--- config.mk ---
export PLATFORM = sky130hd
export DESIGN_NAME = mul_add_arbiter
export DESIGN_NICKNAME = d
export VERILOG_FILES = /design/src/rtl/mul_add_arbiter.sv
export SDC_FILE = /design/constraint.sdc
export NUM_CORES = 1
export LEC_CHECK = 0
export ABC_AREA = 1
export BUFFER_PORTS_ARGS = -buffer_cell sky130_fd_sc_hd__buf_2
export CAP_MARGIN = 20
export CORE_MARGIN = 5
export CORE_UTILIZATION = 47
export CTS_CLUSTER_DIAMETER = 150
export DETAILED_ROUTE_END_ITERATION = 8
export PLACE_DENSITY = 0.78
export SLEW_MARGIN = 25
export SYNTH_ARGS = -nofsm -noshare
export SYNTH_HDL_FRONTEND = slang
export SYNTH_SLANG_ARGS = --single-unit
--- constraint.sdc ---
create_clock -name clk -period 4.65 [get_ports clk]
set_input_delay 0.6975 -clock clk [delete_from_list [all_inputs] [get_ports clk]]
set_output_delay 0.6975 -clock clk [all_outputs]
set_load 0.02 [all_outputs]
--- src/rtl/mul_add_arbiter.sv ---
// Round-robin arbiter sharing one signed multiply-add unit among NREQ requesters.
// One registered result slot with valid/ready; results are tagged with the requester index.
module mul_add_arbiter #(
    parameter int NREQ = 4,
    parameter int W    = 4,
    localparam int IW  = (NREQ > 1) ? $clog2(NREQ) : 1
) (
    input  logic              clk,
    input  logic              rst,
    input  logic [NREQ-1:0]   req_valid,
    output logic [NREQ-1:0]   req_ready,
    input  logic [NREQ*W-1:0] req_a,
    input  logic [NREQ*W-1:0] req_b,
    input  logic [NREQ*W-1:0] req_c,
    input  logic [NREQ*W-1:0] req_d,
    output logic              resp_valid,
    input  logic              resp_ready,
    output logic [IW-1:0]     resp_id,
    output logic [2*W-1:0]    resp_data,
    output logic [15:0]       op_count
);

    typedef enum logic {EMPTY = 1'b0, FULL = 1'b1} state_t;

    state_t              state;
    logic [IW-1:0]       ptr;
    logic                found;
    logic [IW-1:0]       gidx;
    logic                slot_free;
    logic                accept;
    int                  j;

    logic signed [W-1:0] a_arr [NREQ];
    logic signed [W-1:0] b_arr [NREQ];
    logic        [W-1:0] c_arr [NREQ];
    logic        [W-1:0] d_arr [NREQ];

    // The 2W-bit context makes the signed product exact; the add wraps mod 2^(2W).
    function automatic logic [2*W-1:0] mul_add(
        input logic signed [W-1:0] a,
        input logic signed [W-1:0] b,
        input logic        [W-1:0] c,
        input logic        [W-1:0] d
    );
        logic signed [2*W-1:0] prod;
        prod = a * b;
        return prod + {c, d};
    endfunction

    for (genvar i = 0; i < NREQ; i++) begin : g_unpack
        assign a_arr[i] = req_a[i*W +: W];
        assign b_arr[i] = req_b[i*W +: W];
        assign c_arr[i] = req_c[i*W +: W];
        assign d_arr[i] = req_d[i*W +: W];
    end

    // Grant: first valid requester scanning from ptr, wrapping modulo NREQ.
    always_comb begin
        found = 1'b0;
        gidx  = '0;
        j     = 0;
        for (int k = 0; k < NREQ; k++) begin
            j = int'(ptr) + k;
            if (j >= NREQ) j = j - NREQ;
            if (!found && req_valid[IW'(j)]) begin
                found = 1'b1;
                gidx  = IW'(j);
            end
        end
    end

    assign slot_free  = (state == EMPTY) || resp_ready;
    assign accept     = !rst && slot_free && found;
    assign req_ready  = accept ? (NREQ'(1) << gidx) : '0;
    assign resp_valid = (state == FULL);

    // Result stage: one registered slot holding the product-sum and its tag.
    always_ff @(posedge clk) begin
        if (rst) begin
            state     <= EMPTY;
            ptr       <= '0;
            resp_id   <= '0;
            resp_data <= '0;
            op_count  <= '0;
        end else if (accept) begin
            state     <= FULL;
            resp_id   <= gidx;
            resp_data <= mul_add(a_arr[gidx], b_arr[gidx], c_arr[gidx], d_arr[gidx]);
            ptr       <= (gidx == IW'(NREQ - 1)) ? '0 : gidx + 1'b1;
            op_count  <= op_count + 16'd1;
        end else if (state == FULL && resp_ready) begin
            state     <= EMPTY;
        end
    end

endmodule

* Yosys cells after proc, flatten, opt, wreduce, memory -nomap -nowiden
Index checks and enable logic that the tools add are counted.
** Storage, ports and cells
- Input port bits :: 71
- Memory bits (read-only) :: 0
- Memory bits (writable) :: 0
- Memories kept :: 0
- Bits in registers :: 29
- Logic and storage cells :: 81
- Latch bits :: 0
** Operators by class
- Equality and inequality tests :: 1
- Add/subtract/negate cells :: 10
- Order comparisons :: 9
- Bitwise gates (word level) :: 2
- Shift operators :: 1
- Reduce and logical (&&, ||, !) cells :: 12
- Mux-type cells :: 40
- Multipliers :: 1
- Divide/modulo/power cells :: 0
** Operators with widths (number)
- $mux W4 :: 9
- $bmux W4 S2 :: 4
- $mux W2 :: 9
- $add A16 B1 Y16 const B :: 1
- $lt A2 B4 Y1 const B :: 4
- $mux W1 :: 14
- $ge A3 B3 Y1 const B :: 4
- $add A8 B8 Y8 :: 1
- $bmux W1 S2 :: 4
- $mul A4 B4 Y8 :: 1
- $sub A2 B1 Y2 const B :: 4
- $add A2 B2 Y3 const B :: 2
- $logic_and A1 B1 Y1 :: 6
- $logic_not A1 Y1 :: 4
- $shl A1 B2 Y4 const A :: 1
- $add A2 B1 Y3 const B :: 1
- $ge A2 B3 Y1 const B :: 1
- $not A2 Y3 :: 1
- $add A2 B1 Y2 const B :: 1
- $eq A2 B2 Y1 const B :: 1
- $reduce_bool A2 Y1 :: 1
- $logic_or A1 B1 Y1 :: 1
- $not A1 Y1 :: 1

* Logic depth before layout (Yosys ltp)
Gate-level depths: netlist (run 1).
- Depth after elaboration :: 21
- Mapped depth :: 38
- Gate-level depth less buffers :: 37

* Least setup slack after synthesis (run 1)
Ideal clock, no wire load.
- Path type :: input to register
- Start :: in req_valid[3]
- End :: reg resp_data[7]
- Setup time :: 0.109 ns
- Setup slack :: -0.395 ns
- Data required time :: 4.541 ns
- Arrival :: 4.936 ns
- Stages on the path :: 32
- Cells stage by stage :: inv_1 > nand2_1 > nand3_1 > nand2_2 > nor2_4 > nand3_1 > nand3_1 > nand2_2 > buf_4 > buf_2 > nand3_1 > nand2_1 > nor2_1 > fa_1 > fa_1 > inv_1 > fa_1 > inv_1 > ha_1 > a21o_1 > nand2_1 > nand3_1 > nand2_1 > inv_1 > o21bai_1 > nand2_1 > inv_1 > nand3_1 > nand3_1 > nand3_1 > nand2_1 > inv_1
** On the way
- Word-level cells in the longest chain between the ends :: 19
- Elaborated cells on any way between the ends :: 42
** Ends and longest elaborated chain
- start, declared :: RTL line 10 : input logic [NREQ-1:0] req_valid,
- $bmux W1 S2 :: RTL line 65 : if (!found && req_valid[IW'(j)]) begin
- $mux W1 (not written as such) (2 in series) :: RTL line 65
- $mux W1 :: RTL line 65
- $logic_not A1 Y1 :: RTL line 65
- $logic_and A1 B1 Y1 :: RTL line 65
- $mux W1 :: RTL line 65
- $logic_not A1 Y1 :: RTL line 65
- $logic_and A1 B1 Y1 :: RTL line 65
- $mux W1 :: RTL line 65
- $logic_not A1 Y1 :: RTL line 65
- $logic_and A1 B1 Y1 :: RTL line 65
- $mux W2 :: RTL line 65
- $not A2 Y3 (not written as such) :: RTL line 88 : resp_data <= mul_add(a_arr[gidx], b_arr[gidx], c_arr[gidx], d_arr[gidx]);
- $bmux W4 S2 :: RTL line 88
- $mux W4 (not written as such) (2 in series) :: RTL line 88
- $mul A4 B4 Y8 :: RTL line 46 : prod = a * b;
- $add A8 B8 Y8 :: RTL line 47 : return prod + {c, d};
- end signal, assigned :: RTL line 88
- end, declared :: RTL line 19 : output logic [2*W-1:0] resp_data,
Parallel ways exist; a longest one is shown, timed or not. The select of a mux whose other input is x is not followed.
A chain may end at the register's enable or synchronous reset.

* Worst setup path after layout (run 1)
- Start :: in req_valid[1]
- End :: reg resp_data[7]
The elaborated chain is that of the path after synthesis.

==> results by group, run 1 <==
Clock tree
  • CTS Hold Bufs: 0
  • Root Driver: clkbuf_8
  • Skew-Pair Late Insertion Delay: 0.28 ns
  • CTS max path bufs: 2
  • CTS Buf Count: 5
  • CTS tree: done
  • Clk sinks: 29
  • H-tree depth: 2
  • CTS clock-pin slew for the worst setup and hold paths: 0.06 ns

Synthesis
  • Yosys top cell area share: 18.7%
  • Post-Syn Nets: 567
  • Count of different cell masters after synthesis: 46
  • Sequential share of the synthesized area: 18.7%
  • Synth area leaders: dfxtp_1, nand2_1, fa_1, inv_1, ha_1
  • Synth top cells by count: nand2_1, inv_1, nand3_1
  • Mean Syn Cell Area: 6.72 um^2
  • Post-synthesis register bit count: 29
  • Post-Syn Area: 3100 um^2
  • Synthesized instance count: 461
  • Ys async rst share: 0%
  • Largest area contributor in the netlist: dfxtp_1
  • Count leader, synth: nand2_1
  • YS warnings: 0
  • Number of synthesized flops with an enable pin: 0
  • Synth Flop Type: dfxtp_1

Die
  • Core Area: 6390 um^2
  • DIE AREA: 8320 um^2
  • Initial Util: 48.5%
  • # IOs: 102
  • DIE HEIGHT: 91.2 um
  • Chip width: 91.2 um
  • Site Rows: 29

Timing
  • Slew Limit Headroom: 62.0%
  • RSZ-0062 raised after global routing: true
  • Fin Hold WS: 0.480 ns
  • Minimum clock period after layout: 4.87 ns
  • Clock Skew: 0.00782 ns
  • Final-report max-slew violation count: 0
  • Setup Viol. Count Final: 1
  • Worst Tran Pin Value: 0.569 ns
  • Hold violation count in the final report: 0
  • Fmax: 0.205 GHz
  • Worst setup margin: -0.224 ns
  • Tcrit/Tclk final: 105%

GRT
  • First-pass GRT wire length: 15400 um
  • Gr ovfl total: 0
  • Met1 global-route usage: 26.4%
  • Met3 usage: 3.80%
  • Initial antenna violation count: 0
  • Gr busiest metal: met2
  • M2 GR Usage: 38.5%
  • Largest net degree at the start of global routing: 31
  • GR Util All Layers: 21.7%
  • Vias in the first global route: 3492

Critical path
  • Crit-path max cell delay: 0.57 ns
  • Startpoint Class: input pin
  • FF-to-FF path depth: 32
  • Critical path's most frequent cell: nand2_1
  • CP Data Arrival Time: 5.05 ns
  • CP Max Fanout: 9
  • WP data required: 4.83 ns
  • Type of element capturing the critical path: flop
  • CP max-delay cell: fa_1
  • WS Path Type: in2reg

Run status
  • Status: finished, violations left
  • Failing checks: negative setup slack

Drt
  • Routed wire length per instance: 13.3 um
  • DR vias: 3457
  • Final ANT Viol Nets: 0
  • WL final: 8960 um
  • Drc violations: 0
  • DRT Pass-1 Iters: 5
  • Drt first-iter violations: 134
  • Vias/cell: 5.14

Flow run
  • MaxCap Viol Count: 0

Layout
  • Post-layout nets: 701
  • Area grow syn2layout: 38.3%
  • Layout cells sized above 1: 40.0%
  • N_diodes: 0

Placement
  • Dpl ws: -0.604 ns
  • HPWL Detailed: 7250 um
  • Placer Congestion: 0.958
  • I/O Buffers: 101

Hold path
  • Hold/Removal Path Class: reg2reg
  • Min-Delay Path Depth: 2
==> cell usage in the layout (no fill, tap or decap), types with 18 or more instances in the layout <==
master and count:
nand2_1 78, nor2_1 33, buf_2 98, ha_1 18
inv_1 62, dfxtp_1 28, o21ai_0 30, nand3_1 28
buf_4 38, nand2_2 20
==> critical path: cells and delay by family <==
family,cells,cell delay [ns]
adders and majority gates,4,1.70
and+or+nand+nor,16,1.29
buffers and inverters,8,0.71
AOI/OAI and AO/OA,4,0.63
==> final timing paths <==
path                             startpoint                   endpoint  slack (ns)
setup / recovery               req_valid[1]  resp_data[7]$_SDFFE_PP0P_       -0.22
hold / removal    resp_data[0]$_SDFFE_PP0P_  resp_data[0]$_SDFFE_PP0P_        0.48
setup reg to reg        ptr[0]$_SDFFE_PP0P_  resp_data[7]$_SDFFE_PP0P_       -0.22
hold reg to reg   resp_data[0]$_SDFFE_PP0P_  resp_data[0]$_SDFFE_PP0P_        0.48
==> state kept, by name (all words and copies together), names as in the netlist <==
name / count
ptr: 2
resp_id: 2
resp_valid: 1
op_count: 16
resp_data: 8
==> logic make-up (layout without fill, tap and decap cells) <==
group | Yosys count | after routing | synth area share (%)
AND/OR/NAND/NOR | 210 | 210 | 33.0
buffers and inverters | 98 | 232 | 13.8
AO/OA/AOI/OAI | 82 | 82 | 14.9
adder cells (fa/ha/maj) | 35 | 35 | 17.5
flip-flops | 29 | 29 | 18.7
XOR/XNOR | 7 | 7 | 1.98
==> metal layers <==
metal | wire length, um | up-vias
li1 | - | 1746
met1 | 3690 | 1555
met2 | 4370 | 136
met3 | 674 | 20
met4 | 230 | 0
met5 | 0 | -
==> timing repair <==
| item | in CTS | in global routing |
|---|---|---|
| resized for setup | 36 | 10 |
| pin swaps | 31 | 5 |
| setup buffers | 1 | 3 |
| setup endpoints to repair | 2 | 4 |
==> final cells by class <==
cell class	count	area, um^2
clock buffers	7	86.3
fillers	570	2100
multi-input cells	334	2310
well taps	77	96.3
repair buffers	144	870
inverters	81	344
flip-flops and latches	29	584
==> metrics by stage <==
stage          setup TNS [ns]  cell area (um^2)  instances  utilization (%)
2_1_floorplan         -0.0184              3250        461                -
3_3_place_gp           -0.714              4020        661             62.9
3_5_place_dp            -1.26              4020        661             62.9
4_1_cts                -0.185              4220        669             66.1
5_1_grt                -0.716              4290        672             67.1
6_report               -0.224              4290        672             67.1
Power of run 1 is not shown: default switching activity piles up to over one toggle a cycle in this logic, so the estimate is an artifact.
==> run 2: changes to the inputs <==
- PLACE_DENSITY: 0.78 -> unset
- PLACE_DENSITY_LB_ADDON: unset -> 0.3
==> run 2 against run 1 <==
The flow still finishes with violations (negative setup slack). Via count up 0.87%. Count of clock-buffer cells in the layout unchanged. Sequential cell count unchanged. Register-to-register slack worse by 0.05 ns. Non-clock buffer count up 11. Highest routed layer unchanged.
==> results by group, run 2 (synthesized netlist as in run 1, its figures left out) <==
Run status
  • Status: finished, violations left
  • Failing checks: negative setup slack

Timing
  • Fmax: 0.202 GHz
  • RSZ-0062 raised after global routing: true
  • Final-report max-slew violation count: 0
  • Minimum clock period after layout: 4.95 ns
  • Hold violation count in the final report: 0
  • Fin Setup TNS: -0.308 ns
  • Slew Limit Headroom: 61.7%
  • Clock Skew: 0.00507 ns
  • Worst Tran Pin Value: 0.574 ns
  • Setup Viol. Count Final: 2
  • Worst setup margin: -0.300 ns
  • Fin Hold WS: 0.482 ns
  • Tcrit/Tclk final: 106%

Critical path
  • Reg2Reg Launch Point: ptr[0]$_SDFFE_PP0P_
  • Type of element capturing the critical path: flop
  • Worst Setup SP: req_valid[0]
  • CP Data Arrival Time: 5.13 ns
  • Crit-path max cell delay: 0.53 ns
  • CP Max Fanout: 7
  • CP max-delay cell: fa_1
  • WS Path Type: in2reg
  • WP data required: 4.83 ns
  • Startpoint Class: input pin

Layout
  • Top reg by flops: op_count
  • Commonest non-fill, non-tap cell in the layout: buf_2
  • Area grow syn2layout: 41.9%
  • N_diodes: 0
  • Registers with the most flip-flops: op_count x16, resp_data x8
  • Most frequent cells in the layout: buf_2, nand2_1, inv_1
  • Largest register FFs: 16
  • Post-layout nets: 712
  • FILL cells: 562
  • Layout cells sized above 1: 41.5%

Placement
  • I/O Buffers: 101
  • HPWL Detailed: 7230 um
  • Placer Congestion: 0.913
  • Dpl ws: -0.591 ns

Die
  • Initial Util: 48.5%
  • Chip width: 91.2 um
  • Site Rows: 29
  • DIE AREA: 8320 um^2
  • # IOs: 102
  • DIE HEIGHT: 91.2 um
  • Core Area: 6390 um^2

Clock tree
  • H-tree depth: 2
  • CTS tree: done
  • CTS max path bufs: 2
  • CTS clock-pin slew for the worst setup and hold paths: 0.06 ns
  • CTS Buf Count: 5
  • Skew-Pair Late Insertion Delay: 0.28 ns
  • Clk sinks: 29
  • CTS Hold Bufs: 0
  • Root Driver: clkbuf_8

Drt
  • Vias/cell: 5.10
  • Met3 WL: 532 um
  • Met2 WL: 4500 um
  • WL final: 8940 um
  • DRT Pass-1 Iters: 4
  • Final ANT Viol Nets: 0
  • Drt first-iter violations: 128
  • Top Layer Used: met4
  • DR vias: 3487
  • Drc violations: 0
  • Wl on met1: 3770 um
  • Routed wire length per instance: 13.1 um

GRT
  • Largest net degree at the start of global routing: 31
  • GR Util All Layers: 20.6%
  • First-pass GRT wire length: 14700 um
  • Vias in the first global route: 3419
  • Initial antenna violation count: 0
  • Gr ovfl total: 0

Hold path
  • Worst Min Path Start: resp_data[2]$_SDFFE_PP0P_
  • Hold/Removal Path Class: reg2reg

Flow run
  • MaxCap Viol Count: 0
-- run 2: cell types whose count changed in the layout (fill, tap and decap cells not counted), moves of 2 or more --
cell | before | now
inv_2 | 13 | 10
inv_1 | 62 | 65
nor2_1 | 33 | 31
nor2_2 | 4 | 7
o21ai_0 | 30 | 32
dfxtp_2 | 0 | 2
a21oi_2 | 3 | 0
a21oi_1 | 17 | 19
buf_4 | 38 | 51
nand2_4 | 5 | 8
buf_6 | 7 | 4
nand2_1 | 78 | 76
-- run 2: path summary, 6_finish.rpt --
| kind | endpoint | slack (ns) | cells after the start |
|---|---|---|---|
| setup / recovery | resp_data[7]$_SDFFE_PP0P_ | -0.30 | 33 |
| setup reg to reg | resp_data[7]$_SDFFE_PP0P_ | -0.27 | 33 |
| hold reg to reg | resp_data[2]$_SDFFE_PP0P_ | 0.48 | 2 |
| hold / removal | resp_data[2]$_SDFFE_PP0P_ | 0.48 | 2 |
-- run 2: stage by stage --
stage	area (um^2)	std cells	util, %
finish	4400	684	68.8
global route	4400	684	68.8
CTS	4230	678	66.2
detailed placement	4090	669	64.0
global placement	4090	669	64.0
floorplan	3250	461	-
-- run 2: cell type report --
| cell class | count | area, um^2 | share of cell area [%] |
|---|---|---|---|
| clock buffers | 7 | 96.3 | 2.19 |
| clock inverters | 1 | 5.00 | 0.114 |
| inverters | 81 | 344 | 7.83 |
| multi-input cells | 334 | 2330 | 53.0 |
| flip-flops and latches | 29 | 583 | 13.3 |
| well taps | 77 | 96.3 | 2.19 |
| repair buffers | 155 | 943 | 21.5 |
-- run 2: worst max-delay path, delay by kind of cell --
kind	cells	cell delay, ns
and+or+nand+nor	20	1.92
adders and majority gates	4	1.64
AOI/OAI and AO/OA	3	0.42
buffers and inverters	6	0.46
-- run 2: repair_timing --
action	4_1_cts	5_1_grt
gates cloned	0	1
buffers inserted	1	5
resized for setup	5	41
pin swaps	1	30
setup endpoints to repair	1	4
-- run 2: per-layer routing --
metal	global-route usage [%]	up-vias
met5	0	-
met2	37.6	103
li1	-	1770
met3	3.64	19
met1	24.7	1595
met4	5.13	0
Power of run 2 is left out for the same reason.
